--- config.mk ---
export PLATFORM = sky130hd
export DESIGN_NAME = mac_accum
export DESIGN_NICKNAME = d
export VERILOG_FILES = /design/src/rtl/mac_accum.sv
export SDC_FILE = /design/constraint.sdc
export NUM_CORES = 1
export LEC_CHECK = 0
export ABC_AREA = 1
export BUFFER_PORTS_ARGS = -buffer_cell sky130_fd_sc_hd__buf_2
export CAP_MARGIN = 5
export CELL_PAD_IN_SITES_DETAIL_PLACEMENT = 1
export CELL_PAD_IN_SITES_GLOBAL_PLACEMENT = 1
export CORE_ASPECT_RATIO = 0.5
export CORE_MARGIN = 2
export CORE_UTILIZATION = 30
export DETAILED_ROUTE_END_ITERATION = 8
export PLACE_DENSITY = 0.68
export SYNTH_ARGS = -nofsm -noshare
export SYNTH_HDL_FRONTEND = slang
export SYNTH_SLANG_ARGS = --single-unit
export TNS_END_PERCENT = 5
--- constraint.sdc ---
create_clock -name clk -period 2.7 [get_ports clk]
set_clock_uncertainty 0.05 [all_clocks]
set_input_delay 0.405 -clock clk [delete_from_list [all_inputs] [get_ports clk]]
set_output_delay 0.405 -clock clk [all_outputs]
set_load 0.02 [all_outputs]
--- src/rtl/mac_accum.sv ---
// mac_accum -- burst multiply-accumulate back end.
//
// Sums a burst of len+1 unsigned 8-bit products coming from an upstream
// multiplier stage. It presents a single ACC_W-bit result with a sticky
// overflow flag, and holds that result until downstream takes it.
//
// Parameters
//   ACC_W  accumulator width in bits (legal range 8..24)
//   LEN_W  width of the burst-length field; a burst has len+1 terms
//
// Ports
//   clk         rising-edge system clock
//   rst_n       asynchronous active-low reset
//   start       one-cycle request to begin a burst (honoured only in IDLE)
//   len         burst length minus one, sampled together with start
//   in_valid    product valid from the multiplier stage
//   in_product  unsigned 8-bit product
//   in_ready    high while a product can be accepted (ACCUM only)
//   out_valid   burst result available (DONE only)
//   out_ready   downstream accepts the result
//   out_acc     accumulator register, meaningful while out_valid=1
//   out_ovf     sticky overflow flag for the current burst
//   busy        high whenever the block is not IDLE
//
// Configuration
//   MAC_ACCUM_SAT_EN  when defined, an overflowing add saturates the
//                     accumulator at 2^ACC_W-1. Otherwise the sum wraps
//                     modulo 2^ACC_W. out_ovf is the same either way.

module mac_accum #(
  parameter int ACC_W = 12,
  parameter int LEN_W = 4
) (
  input  logic             clk,
  input  logic             rst_n,
  input  logic             start,
  input  logic [LEN_W-1:0] len,
  input  logic             in_valid,
  input  logic [7:0]       in_product,
  output logic             in_ready,
  output logic             out_valid,
  input  logic             out_ready,
  output logic [ACC_W-1:0] out_acc,
  output logic             out_ovf,
  output logic             busy
);

  typedef enum logic [1:0] {
    IDLE  = 2'd0,
    ACCUM = 2'd1,
    DONE  = 2'd2
  } state_e;

  state_e           state_q, state_d;
  logic [LEN_W-1:0] cnt_q,   cnt_d;
  logic [ACC_W-1:0] acc_q,   acc_d;
  logic             ovf_q,   ovf_d;

  // One extra bit on the adder so the carry out of bit ACC_W-1 is visible.
  logic [ACC_W:0]   sum;
  logic             carry;
  logic             xfer;

  assign xfer  = (state_q == ACCUM) && in_valid;
  assign sum   = {1'b0, acc_q} + {{(ACC_W - 7){1'b0}}, in_product};
  assign carry = sum[ACC_W];

  // State, counter, accumulator and overflow registers.
  always_ff @(posedge clk or negedge rst_n) begin
    if (!rst_n) begin
      state_q <= IDLE;
      cnt_q   <= '0;
      acc_q   <= '0;
      ovf_q   <= 1'b0;
    end else begin
      state_q <= state_d;
      cnt_q   <= cnt_d;
      acc_q   <= acc_d;
      ovf_q   <= ovf_d;
    end
  end

  // Next-state logic and outputs.
  // cnt_q counts the terms still to come after the current one, so the
  // transfer taken while cnt_q is zero closes the burst.
  always_comb begin
    state_d   = state_q;
    cnt_d     = cnt_q;
    acc_d     = acc_q;
    ovf_d     = ovf_q;
    in_ready  = 1'b0;
    out_valid = 1'b0;

    unique case (state_q)
      IDLE: begin
        if (start) begin
          cnt_d   = len;
          acc_d   = '0;
          ovf_d   = 1'b0;
          state_d = ACCUM;
        end
      end

      ACCUM: begin
        in_ready = 1'b1;
        if (xfer) begin
`ifdef MAC_ACCUM_SAT_EN
          // Once pinned at all-ones, any later non-zero term carries
          // again. The accumulator therefore stays saturated for the
          // rest of the burst.
          acc_d = carry ? {ACC_W{1'b1}} : sum[ACC_W-1:0];
`else
          acc_d = sum[ACC_W-1:0];
`endif
          ovf_d = ovf_q | carry;
          cnt_d = cnt_q - LEN_W'(1);
          if (cnt_q == '0) begin
            cnt_d   = '0;
            state_d = DONE;
          end
        end
      end

      DONE: begin
        out_valid = 1'b1;
        if (out_ready) begin
          state_d = IDLE;
        end
      end

      default: begin
        state_d = IDLE;
      end
    endcase
  end

  assign out_acc = acc_q;
  assign out_ovf = ovf_q;
  assign busy    = (state_q != IDLE);

endmodule

==> results of run 1 <==
[path summary, 6_finish.rpt]
kind | slack, ns | to | cells after the start | startpoint
worst max-delay path | 0.78 | out_acc[10]$_DFFE_PN0P_ | 12 | out_acc[0]$_DFFE_PN0P_
max in group asynchronous | 2.23 | out_acc[1]$_DFFE_PN0P_ | 1 | rst_n
worst max register to register | 0.78 | out_acc[10]$_DFFE_PN0P_ | 12 | out_acc[0]$_DFFE_PN0P_
min in group clk | 0.34 | state_q[1]$_DFFE_PN0P_ | 4 | out_ready
worst min register to register | 0.44 | cnt_q[1]$_DFFE_PN0P_ | 1 | cnt_q[1]$_DFFE_PN0P_
worst min-delay path | 0.04 | cnt_q[0]$_DFFE_PN0P_ | 1 | rst_n
[where the power goes]
group / switching, µW / internal (µW)
clock network: 115 / 104
logic: 708 / 364
registers: 104 / 405
total: 926 / 873
[state kept, by name, indices dropped and copies added (netlist names)]
name,flops
state_q,2
cnt_q,4
out_acc,12
out_ovf,1
[layout make-up]
class                           count  area share (%)
Sequential cell                    19            30.1
Clock buffer                        3            2.61
Tap cell                           54            4.28
Inverter                           22            5.54
Multi-Input combinational cell    136            46.9
Clock inverter                      1           0.475
Timing Repair Buffer               32            10.1
[cell usage after synthesis (all sizes together) (2+ instances only)]
library cell / count / share of area [%]
nand2: 61 / 19
inv: 21 / 6.0
nor2: 20 / 5.7
dfrtp: 19 / 36
nand3: 14 / 5.7
o21ai: 9 / 3.7
ha: 8 / 7.6
a21oi: 7 / 2.9
a21o: 2 / 1.1
a22o: 2 / 1.3
buf: 2 / 1.4
nor3: 2 / 0.76
o211ai: 2 / 1.1
xor2: 2 / 1.3
[per-stage QoR]
| stage | util (%) | hold slack (ns) |
|---|---|---|
| after global placement | 37.7 | 0.345 |
| after floorplan | - | 0.0594 |
| after CTS | 38.9 | 0.0536 |
| final | 38.9 | 0.0352 |
| after global routing | 38.9 | 0.0648 |
| after detailed placement | 37.7 | 0.353 |
[critical path: stages (launching register included)]
cell and delay [ns]:
dfrtp_1 0.41, ha_1 0.25, fa_1 0.40, nand2_1 0.09, nand3_1 0.07, nand2_1 0.13
inv_1 0.07, nand2_1 0.08, nand2_2 0.07, nand2_1 0.07, nand2_1 0.05, nand2_1 0.05
nor2_1 0.04
[layer usage]
metal	wire, µm	vias up	global-route usage, %
met3	89	2	3.69
met5	0	-	0
met2	1690	14	26.9
met4	19	0	2.78
met1	1710	598	20.5
li1	-	648	-
[cell families (layout without fill, tap and decap cells)]
| group | after synthesis | in the layout | synth area share, % |
|---|---|---|---|
| XOR/XNOR | 2 | 2 | 1.32 |
| flip-flops | 19 | 19 | 36.0 |
| adder cells (fa/ha/maj) | 9 | 9 | 9.08 |
| AND/OR/NAND/NOR | 98 | 98 | 32.1 |
| AO/OA/AOI/OAI | 27 | 27 | 13.5 |
| buffers and inverters | 24 | 58 | 8.04 |
==> flow_summary.yaml, run 1 <==
setup_path:
  cp-start-kind: "flip-flop"
  cp_max_fo: 3
  crit_arrival_ns: 2.04
  worst_ep_required_time_ns: 2.82
  setup.worst_path.end_class: "flip-flop"
  criticalPathCategory: "flip-flop to flip-flop"
synthesis:
  yosysWarnings: 0
  synth-edff-count: 0
  syn_avg_cell_area_um2: 7.39
  syn_area_um2: 1320
  synth-seq-area-share_pct: 36.0
  synth_cell_types: 29
  synth_async_sr_flop_share_pct: 100
  synth_seq_cells: 19
  synth_cells: 179
  syn-num-nets: 205
  ys.flop_type: "dfrtp_1"
placement:
  post-dp-hpwl_um: 2760
  io_buffers: 32
  pre_cts_slack_ns: 0.674
  post-place-cells: 263
  place_congestion: 0.792
  placed_cell_area_um2: 1530
timing:
  setup_viol: 0
  timing.final.crit_share_pct: 71.2
  finalWorstSetupSlack_ns: 0.778
  finalHoldViolCount: 0
  period_minus_slack_ns: 1.92
  finalMaxSlewViolations: 0
  fmaxAchievable_ghz: 0.520
  setup_tns_ns: 0
  rsz0062_at_grt: "no"
  worstMarginPinSlew_ns: 0.535
  slew_headroom_pct: 64.2
drt:
  dr_total_vias: 1262
  dr.pass1.iters: 4
  finalWirelength_um: 3510
  ant_nets: 0
  wl_per_cell_um: 13.1
  drtIter0Drc: 28
  drc: 0
  post_drt_via_cell_ratio: 4.73
cts:
  root_buffer: "clkbuf_8"
  worstSkewPairLatency_ns: 0.26
  cts_max_path_buffers: 2
  cts_setup_buffers: 0
  htreeDepth: 1
  cts.sinks: 19
  cts.clk_slew.worst_paths_ns: 0.08
  numCtsBuffers: 3
  ctsResizeCount: 0
  cts_hold_buf: 0
  cts_tree: "built"
die:
  die_y_um: 51.0
  coreArea_um2: 4060
  dieArea_um2: 4990
  fp.dieW_um: 97.9
  start_util_pct: 32.5
  rows: 16
  ios: 33
power_and_ir_drop:
  peakVddDrop_mv: 0.315
  leakage_uw: 0.000882
  p_per_area_nw_per_um2: 1140
  p_total_uw: 1800
cells_and_area:
  drive_above_1_share_pct: 22.5
  num-fill-cells: 543
  post-route-cell-area_um2: 1580
  regArea_um2: 475
  nets: 240
  final_cells: 267
  final_cell_mix: "nand2_1 (56), buf_2 (32), nor2_1 (20), inv_1 (19), dfrtp_1 (19)"
  area_delta_synth_final_pct: 19.5
  n_antenna_cell: 0
  final_common_cell: "nand2_1"
  multi_input_area_um2: 741
global_routing:
  overflow: 0
  grt_pass1_wl_um: 6050
  grt_max_degree: 20
  grt_util_all_layers_pct: 15.6
  grt_pass1_vias: 1300
  antenna_found_initial: 0
outcome:
  status: "completed"
run:
  drv_cap: 0
worst_hold_path:
  min_path_type: "input port to async pin"
Note: power is estimated with default switching activity, not from simulation.
==> inputs of run 2 (changes only) <==
--- a/config.mk
+++ b/config.mk
@@ -14,7 +14,7 @@
 export CORE_MARGIN = 2
 export CORE_UTILIZATION = 30
 export DETAILED_ROUTE_END_ITERATION = 8
-export PLACE_DENSITY = 0.68
+export PLACE_DENSITY = 0.71
 export SYNTH_ARGS = -nofsm -noshare
 export SYNTH_HDL_FRONTEND = slang
 export SYNTH_SLANG_ARGS = --single-unit
==> constraint.sdc (replaced) <==
create_clock -name clk -period 1.7 [get_ports clk]
set_clock_uncertainty 0.05 [all_clocks]
set_input_delay 0.255 -clock clk [delete_from_list [all_inputs] [get_ports clk]]
set_output_delay 0.255 -clock clk [all_outputs]
set_load 0.02 [all_outputs]
==> flow_summary.yaml, run 2 (synthesis gave the netlist of run 1 again) <==
outcome:
  status: "finished, violations left"
  violations: "negative setup slack"
worst_hold_path:
  min_path_type: "input port to flip-flop"
  holdPathEnd: "state_q[1]$_DFFE_PN0P_"
  holdCritStartpoint: "out_ready"
  whs_path_depth: 4
timing:
  finalMaxSlewViolations: 0
  fmaxAchievable_ghz: 0.582
  timing.final.crit_share_pct: 101
  worstMarginPinSlew_ns: 0.511
  setup_viol: 1
  slew_headroom_pct: 65.9
  setup_tns_ns: -0.0181
  period_minus_slack_ns: 1.72
  finalWorstSetupSlack_ns: -0.0181
  rsz0062_at_grt: "yes"
  finalHoldViolCount: 0
power_and_ir_drop:
  leakage_uw: 0.000968
  power.share.switching_pct: 49.4
  p_total_uw: 3270
  comb_power_share_pct: 64.5
  p_per_area_nw_per_um2: 1810
  peakVddDrop_mv: 0.506
  clockPowerShare_pct: 10.8
  power.internal_uw: 1650
  switchingPower_uw: 1610
  sequentialPowerShare_pct: 24.8
global_routing:
  grt_use_met3_pct: 4.24
  grt.met2_usage_pct: 27.5
  grt-busiest-layer: "met2"
  grt_max_degree: 20
  grt_util_all_layers_pct: 15.9
  grt_pass1_vias: 1342
  overflow: 0
  antenna_found_initial: 0
  grt_pass1_wl_um: 6210
  grt_use_met1_pct: 20.7
cells_and_area:
  final_cells: 283
  nets: 256
  drive_above_1_share_pct: 36.2
  largest_register_ffs: 12
  area_delta_synth_final_pct: 36.8
  final_common_cell: "nand2_1"
  num-fill-cells: 525
  multi_input_area_um2: 845
  final_cell_mix: "nand2_1 (52), buf_2 (32), nor2_1 (19), inv_1 (18), dfrtp_1 (17)"
  regArea_um2: 478
  n_antenna_cell: 0
drt:
  ant_nets: 0
  dr.pass1.iters: 4
  dr_total_vias: 1359
  wl_per_cell_um: 13.4
  drc: 0
  finalWirelength_um: 3800
  post_drt_via_cell_ratio: 4.80
  drtIter0Drc: 22
cts:
  htreeDepth: 1
  numCtsBuffers: 3
  cts.sinks: 19
  worstSkewPairLatency_ns: 0.27
  root_buffer: "clkbuf_8"
  cts.clk_slew.worst_paths_ns: 0.09
  cts_max_path_buffers: 2
  cts_tree: "built"
setup_path:
  path_buf_inv: 1
  cp-start-kind: "flip-flop"
  crit_cells: 12
  cp_max_fo: 3
  worst_ep_required_time_ns: 1.82
  setup.worst_path.end_class: "flip-flop"
  rrSetupSlack_ns: -0.02
  crit_top_cell: "nand2_2"
  r2r_cells: 12
  slowest_delay_ns: 0.44
  timing.rr.start: "out_acc[0]$_DFFE_PN0P_"
  slowest_stage: "dfrtp_2"
  critical-path-top-delay-family: "simple AND/OR/NAND/NOR gates"
  criticalPathCategory: "flip-flop to flip-flop"
  crit_arrival_ns: 1.84
  crit_chain: "ha_4 -> fa_2 -> nand2_2 -> nand3_2 -> nand2_2 -> inv_2 -> nand2_2 -> nand2_4 -> nand2_2 -> nand2_1 -> nand2_1 -> nor2_1"
  r2r-end: "out_acc[10]$_DFFE_PN0P_"
die:
  rows: 16
  die_y_um: 51.0
  ios: 33
  coreArea_um2: 4060
  dieArea_um2: 4990
  fp.dieW_um: 97.9
  start_util_pct: 32.5
placement:
  place_congestion: 0.742
  post-dp-hpwl_um: 2850
  post-place-cells: 275
  io_buffers: 32
run:
  drv_cap: 0
## run 2: cell count changes in the layout (fill, tap and decap cells not counted), moves of 2 or more
| cell | delta |
|---|---|
| a21oi_1 | -2 |
| o21ai_1 | +3 |
| a21oi_2 | +2 |
| nand2_2 | +3 |
| o21ai_0 | -3 |
| nand3_2 | +2 |
| ha_4 | +4 |
| ha_1 | -4 |
| dfrtp_2 | +2 |
| nand2_1 | -4 |
| dfrtp_1 | -2 |
| buf_4 | +15 |
| nand3_1 | -2 |
## run 2: final cells by class
cell class              instances  share of cell area, %
inverters                      22                   4.84
repair buffers                 48                   15.6
flip-flops and latches         19                   26.4
well taps                      54                   3.73
clock inverters                 1                  0.415
multi-input cells             136                   46.7
clock buffers                   3                   2.28
## run 2: power by group through the flow
stage               combinational [µW]  sequential [µW]  clock, µW
finish                            2110              808        351
global route                      2350              841        380
CTS                               1990              797        363
detailed placement                1920              806          0
global placement                  1860              797          0
floorplan                         1140              946          0
## run 2: per-layer routing
| metal | vias to the layer above | wire length, µm |
|---|---|---|
| met3 | 4 | 134 |
| met5 | - | 0 |
| met4 | 0 | 36 |
| met2 | 25 | 1750 |
| li1 | 680 | - |
| met1 | 650 | 1870 |
## run 2: metrics by stage
| step | worst slack, ns | hold slack (ns) | utilization [%] | cell area [µm²] |
|---|---|---|---|---|
| after floorplan | -0.0431 | -0.0906 | - | 1340 |
| after global placement | -0.0433 | 0.191 | 40.3 | 1640 |
| after detailed placement | -0.0818 | 0.197 | 40.3 | 1640 |
| after CTS | -0.0300 | 0.207 | 42.7 | 1740 |
| after global routing | -0.0976 | 0.233 | 44.5 | 1810 |
| final | -0.0181 | 0.207 | 44.5 | 1810 |
## run 2: worst min-delay path, cell delays in order
cell and delay (ns):
buf_2 0.07, inv_1 0.03, nand2_1 0.06, a21oi_1 0.07
## run 2: worst max path at each step
stage | from | endpoint | slack (ns)
after floorplan | out_acc[0]$_DFFE_PN0P_ | out_acc[10]$_DFFE_PN0P_ | -0.04
after global placement | out_acc[0]$_DFFE_PN0P_ | out_acc[10]$_DFFE_PN0P_ | -0.04
after detailed placement | out_acc[0]$_DFFE_PN0P_ | out_acc[10]$_DFFE_PN0P_ | -0.08
after CTS | out_acc[0]$_DFFE_PN0P_ | out_acc[10]$_DFFE_PN0P_ | -0.03
after global routing | out_acc[0]$_DFFE_PN0P_ | out_acc[10]$_DFFE_PN0P_ | -0.1
final | out_acc[0]$_DFFE_PN0P_ | out_acc[10]$_DFFE_PN0P_ | -0.02
## run 2: repair_timing
item                                   4_1_cts  5_1_grt
setup endpoints to repair                    7        8
pin swaps                                    6        5
hold buffers                                 1        0
endpoints found under the hold margin       19        0
buffers inserted                             2        1
cloned                                       0        0
resized for setup                           10       13
